File: src/rtl/demux_stream_if.sv
// Stream bundle for demux_stream: one producer input (d/s/valid_in/ready_in)
// and two consumer outputs, plus per-output push counters. The DUT uses the slave modport.
interface demux_stream_if #(
  parameter int WIDTH = 32
);
  logic [WIDTH-1:0] d;
  logic             s;
  logic             valid_in;
  logic             ready_in;
  logic [WIDTH-1:0] y0;
  logic             valid0;
  logic             ready0;
  logic [WIDTH-1:0] y1;
  logic             valid1;
  logic             ready1;
  logic [15:0]      count0;
  logic [15:0]      count1;

  // The master side drives the producer signals and the two consumer readies.
  modport master (
    output d, s, valid_in, ready0, ready1,
    input  ready_in, y0, valid0, y1, valid1, count0, count1
  );

  modport slave (
    input  d, s, valid_in, ready0, ready1,
    output ready_in, y0, valid0, y1, valid1, count0, count1
  );
endinterface

File: src/rtl/demux_stream.sv
// 1-to-2 stream demultiplexer with a small FIFO per output.
// Define DEMUX_STREAM_STATS_EN to build the saturating per-output push counters.
module demux_stream #(
  parameter int WIDTH = 32,
  parameter int DEPTH = 2
) (
  input logic          clk,
  input logic          rst_n,
  demux_stream_if.slave bus
);
  localparam int AW = $clog2(DEPTH);
  localparam logic [AW:0] FULL = (AW+1)'(DEPTH);

  logic [1:0]       dest;
  logic [1:0]       rdy;
  logic [1:0]       vld;
  logic [AW:0]      occ  [2];
  logic [WIDTH-1:0] head [2];
  logic [15:0]      cnt  [2];

  assign dest = {bus.s, ~bus.s};
  assign rdy  = {bus.ready1, bus.ready0};

  // Only the selected FIFO gates acceptance; a full FIFO never takes a word even while popped.
  assign bus.ready_in = (bus.s ? occ[1] : occ[0]) < FULL;

  for (genvar ch = 0; ch < 2; ch++) begin : g_ch
    logic [WIDTH-1:0] mem [DEPTH];
    logic [AW-1:0]    wr_ptr;
    logic [AW-1:0]    rd_ptr;
    logic [AW:0]      fill;
    logic             push;
    logic             pop;

    assign push = bus.valid_in && bus.ready_in && dest[ch];
    assign pop  = vld[ch] && rdy[ch];

    always_ff @(posedge clk) begin
      if (push) mem[wr_ptr] <= bus.d;
    end

    always_ff @(posedge clk or negedge rst_n) begin
      if (!rst_n) begin
        wr_ptr <= '0;
        rd_ptr <= '0;
        fill   <= '0;
      end else begin
        if (push) wr_ptr <= wr_ptr + AW'(1);
        if (pop)  rd_ptr <= rd_ptr + AW'(1);
        case ({push, pop})
          2'b10:   fill <= fill + (AW+1)'(1);
          2'b01:   fill <= fill - (AW+1)'(1);
          default: fill <= fill;
        endcase
      end
    end

    // Storage is never reset, so the head is masked whenever the FIFO is empty.
    assign occ[ch]  = fill;
    assign vld[ch]  = (fill != '0);
    assign head[ch] = vld[ch] ? mem[rd_ptr] : '0;

`ifdef DEMUX_STREAM_STATS_EN
    logic [15:0] count;

    always_ff @(posedge clk or negedge rst_n) begin
      if (!rst_n) begin
        count <= '0;
      end else if (push && (count != 16'hFFFF)) begin
        count <= count + 16'd1;
      end
    end

    assign cnt[ch] = count;
`else
    assign cnt[ch] = 16'h0000;
`endif
  end

  assign bus.y0     = head[0];
  assign bus.valid0 = vld[0];
  assign bus.y1     = head[1];
  assign bus.valid1 = vld[1];
  assign bus.count0 = cnt[0];
  assign bus.count1 = cnt[1];
endmodule

File: src/flat_wrapper.sv
// flat-port wrapper written by rule: the top's interface ports become plain ports
module demux_stream_flat 
#(
  parameter int WIDTH = 32,
  parameter int DEPTH = 2
)
  (clk, rst_n, bus_d, bus_s, bus_valid_in, bus_ready0, bus_ready1, bus_ready_in, bus_y0, bus_valid0, bus_y1, bus_valid1, bus_count0, bus_count1);
  demux_stream_if #(.WIDTH(WIDTH)) bus_i ();
  input logic clk;
  input logic rst_n;
  input wire logic [$bits(bus_i.d)-1:0] bus_d;
  input wire logic [$bits(bus_i.s)-1:0] bus_s;
  input wire logic [$bits(bus_i.valid_in)-1:0] bus_valid_in;
  input wire logic [$bits(bus_i.ready0)-1:0] bus_ready0;
  input wire logic [$bits(bus_i.ready1)-1:0] bus_ready1;
  output wire logic [$bits(bus_i.ready_in)-1:0] bus_ready_in;
  output wire logic [$bits(bus_i.y0)-1:0] bus_y0;
  output wire logic [$bits(bus_i.valid0)-1:0] bus_valid0;
  output wire logic [$bits(bus_i.y1)-1:0] bus_y1;
  output wire logic [$bits(bus_i.valid1)-1:0] bus_valid1;
  output wire logic [$bits(bus_i.count0)-1:0] bus_count0;
  output wire logic [$bits(bus_i.count1)-1:0] bus_count1;
  assign bus_i.d = bus_d;
  assign bus_i.s = bus_s;
  assign bus_i.valid_in = bus_valid_in;
  assign bus_i.ready0 = bus_ready0;
  assign bus_i.ready1 = bus_ready1;
  assign bus_ready_in = bus_i.ready_in;
  assign bus_y0 = bus_i.y0;
  assign bus_valid0 = bus_i.valid0;
  assign bus_y1 = bus_i.y1;
  assign bus_valid1 = bus_i.valid1;
  assign bus_count0 = bus_i.count0;
  assign bus_count1 = bus_i.count1;
  demux_stream #(.WIDTH(WIDTH), .DEPTH(DEPTH)) u_core (.clk(clk), .rst_n(rst_n), .bus(bus_i));
endmodule
File: config.mk
export PLATFORM = sky130hd
export DESIGN_NAME = demux_stream_flat
export DESIGN_NICKNAME = d
export VERILOG_FILES = /design/src/rtl/demux_stream_if.sv /design/src/rtl/demux_stream.sv /design/src/flat_wrapper.sv
export SDC_FILE = /design/constraint.sdc
export NUM_CORES = 1
export LEC_CHECK = 0
export CAP_MARGIN = 5
export CORE_MARGIN = 2
export CORE_UTILIZATION = 35
export CTS_CLUSTER_DIAMETER = 120
export DETAILED_ROUTE_END_ITERATION = 8
export SLEW_MARGIN = 20
export SYNTH_ARGS = -nofsm -noshare
export SYNTH_HDL_FRONTEND = slang
export SYNTH_SLANG_ARGS = --single-unit
File: constraint.sdc
create_clock -name clk -period 5.14 [get_ports clk]
set_clock_uncertainty 0.1 [all_clocks]
set_input_delay 0.771 -clock clk [delete_from_list [all_inputs] [get_ports clk]]
set_output_delay 0.771 -clock clk [all_outputs]
set_load 0.01 [all_outputs]
==> metrics.md <==
| Metric | Value |
|---|---|
| Met1 Use GR | 0.160 |
| Gate power share | 0.339 |
| Met3 Usage GRT | 0.0429 |
| Ys flop type | edfxtp_1 |
| Die span in y | 129 um |
| Largest net degree at the start of global routing | 34 |
| Synth top area share | 0.699 |
| CP Cell Sequence | mux2i_1 -> nor2_1 -> clkdlybuf4s50_1 |
| Die footprint | 0.0167 sq mm |
| PostCTS Resize Cnt | 0 |
| RSZ-0062 raised after global routing | false |
| Initial antenna violation count | 0 |
| Synth Register Bits | 136 |
| Setup Fix Bufs, Post-CTS | 0 |
| NetSw | 1220 uW |
| WHS Path Cells | 1 |
| Worst setup EP type | primary output |
| Area delta synth->final | 29.3% |
| Setup TNS | 0 ns |
| Slew margin rel. | 0.298 |
| Ys async rst share | 0.0588 |
| Drt pass-1 iters | 4 |
| Row count | between 40 and 50 |
| Routed wire length | 10.3 mm |
| Cell-internal power | ~2800 uW |
| Crit path launch type | register |
| Vias in the first global route | 2,846 |
| Slew Limit Fails | 0 |
| Number of port buffers | between 100 and 150 |
| N_diodes | 0 |
| Achievable Freq | 0.307 GHz |
| Post-route minimum period | ~3.3 ns |
| Synth top cells by count | 128 x edfxtp_1, 70 x nor2_1, 65 x mux2i_1 |
| Main area contributors after synthesis | edfxtp_1 70%, mux2i_1 12%, nor2_1 4.8% |
| Non-Filler Instances | 670 |
| Worst hold path class | register to register |
| Yosys cell types | 18 |
| Core ar. | 0.0153 sq mm |
| Clock share of power | 0.267 |
| Final hold viol count | 0 |
| CTS tree | done |
| P per Cell Area | 560 mW/mm^2 |
| Total GRT Usage | 0.127 |
| CP max-delay cell | dfrtp_2 |
| Placement Cell Area | 0.00659 sq mm |
| Register area share after synthesis | 0.736 |
| # setup viols final | 0 |
| Number of synthesized flops with an enable pin | 128 |
| DP Cell Count | between 600 and 700 |
| Outcome | complete, no violations |
| Syn_area_per_cell | 16.2 sq um |
| Arr. time, crit path | 2.39 ns |
| Max rail drop VDD | 231 uV |
| Clk buf depth | 2 |
| Cell Area, Synth | between 0.005 and 0.006 sq mm |
| # hold bufs at CTS | 0 |
| Fraction of layout cells with a size suffix above 1 | 0.0784 |
| Slew @ Worst Pin | 1.05 ns |
| Static leakage | 0.00262 uW |
| Root buffer cell | clkbuf_16 |
| Met2 Usage GRT | 0.202 |
| DR WL/cell | about 15 um |
| I/O pin count | between 100 and 150 |
| Placer Congestion | 0.679 |
| CP max stage delay | roughly 1.0 ns |
| Drt via density | roughly 4.3 |
| Overall Power | 3980 uW |
| First-pass GRT wire length | around 15 mm |
| Die W | 129 um |
| Switch share | 0.306 |
| Via count | 2,867 |
| Fin area | ~0.0071 sq mm |
| Most numerous cell in the Yosys netlist | edfxtp_1 |
| Worst R2R Path Depth | 6 |
| Number of H-tree levels | 4 |
| Sequential power share | 0.393 |
| Clk sinks | ~140 |
| # DRC | 0 |
| Post-route ant nets | 0 |
| CP required | 4.27 ns |
| Leading area contributor after synthesis | edfxtp_1 |
| Clock-pin slew on the worst setup and hold paths | ~0.050 ns |
| Syn. warnings | 0 |
| Post-DP HPWL | 6.49 mm |
| Grt ovf | 0 |
| Worst skew pair latency | approximately 0.4 ns |
| Starting Density | 0.360 |
| Number of buffers created by CTS | 17 |
| Crit path kind | register to primary output |
| DR iter-0 viols | 130 |
| Largest fanout on the critical path | 33 |
| Fin nets | a little under 500 |
| Grt peak-use layer | met2 |
| Fin crit share | 0.634 |
| Layout fillers | 1,317 |
| Cells after Synth | 340 |
| Max-cap viol count | 0 |
==> per-stage QoR <==
step | setup WS (ns) | hold slack [ns] | util
2_1_floorplan | 2.27 | 0.361 | -
3_5_place_dp | 2.16 | 0.456 | 0.432
4_1_cts | 1.78 | 0.463 | 0.466
3_3_place_gp | 2.24 | 0.431 | 0.432
6_report | 1.88 | 0.462 | 0.466
5_1_grt | 1.71 | 0.463 | 0.466
==> worst max-delay path: cells and delay by family, from the launching register on <==
family / cells / cell delay, ns
flip-flops: 1 / 1.02
buffers and inverters: 1 / 0.58
AND/OR/NAND/NOR: 1 / 0.21
multiplexers: 1 / 0.16
==> placed cells by master (no fill, tap or decap), drive strengths merged <==
cell type and instances:
conb 32, clkinvlp 2, edfxtp 128, and3 1
clkinv 7, clkbuf 19, mux2i 65, nand3b 1
bufinv 1, and2 2, nand2 1, nor2 72
ha 2, dfrtp 8, xnor2 6, clkdlybuf4s50 104
xor2 4, inv 4
==> final timing paths <==
kind,startpoint,end,slack [ns]
worst max register to register,u_core.g_ch[1].fill[1],u_core.g_ch[1].fill[1],2.91
worst min-delay path,u_core.g_ch[1].fill[0],u_core.g_ch[1].fill[0],0.46
max in group asynchronous,rst_n,u_core.g_ch[1].rd_ptr,4.06
min in group asynchronous,rst_n,u_core.g_ch[0].fill[1],0.57
worst max-delay path,u_core.g_ch[1].rd_ptr,bus_y1[19],1.88
worst min register to register,u_core.g_ch[1].fill[0],u_core.g_ch[1].fill[0],0.46
==> sequential cells by signal (all words and copies together) (netlist names) <==
| name | flops |
|---|---|
| u_core.g_ch.mem | 128 |
| u_core.g_ch.fill | 4 |
| u_core.g_ch.rd_ptr | 2 |
| u_core.g_ch.wr_ptr | 2 |
==> metal layers <==
metal / part of all wire / vias up
li1: - / 1374
met1: 0.45 / 1375
met2: 0.48 / 103
met3: 0.061 / 15
met4: 0.013 / 0
met5: 0 / -
==> cell type report <==
| class | count | area (sq um) | area share |
|---|---|---|---|
| multi-input combinational | 186 | 1230 | 0.173 |
| sequential | 136 | 4050 | 0.569 |
| clock inverter | 11 | 83.8 | 0.0118 |
| tap | 211 | 264 | 0.0371 |
| inverter | 3 | 11.3 | 0.00158 |
| clock buffer | 19 | 433 | 0.0609 |
| timing repair buffer | 104 | 1040 | 0.146 |
==> power groups by stage <==
stage	clock [uW]	combinational [uW]	sequential (uW)
2_1_floorplan	0	842	1440
3_3_place_gp	0	1370	1580
3_5_place_dp	0	1380	1590
4_1_cts	1090	1390	1570
5_1_grt	1140	1470	1590
6_report	1060	1350	1570
==> cells by family after synthesis <==
family | after synthesis | synth area share
XOR/XNOR | 10 | 0.0159
adder cells (fa/ha/maj) | 2 | 0.00455
buffers and inverters | 49 | 0.0663
flip-flops | 136 | 0.736
multiplexers | 65 | 0.118
other | 1 | 0.000682
AND/OR/NAND/NOR | 77 | 0.0583
No activity file was read; power rests on OpenSTA's default activity.
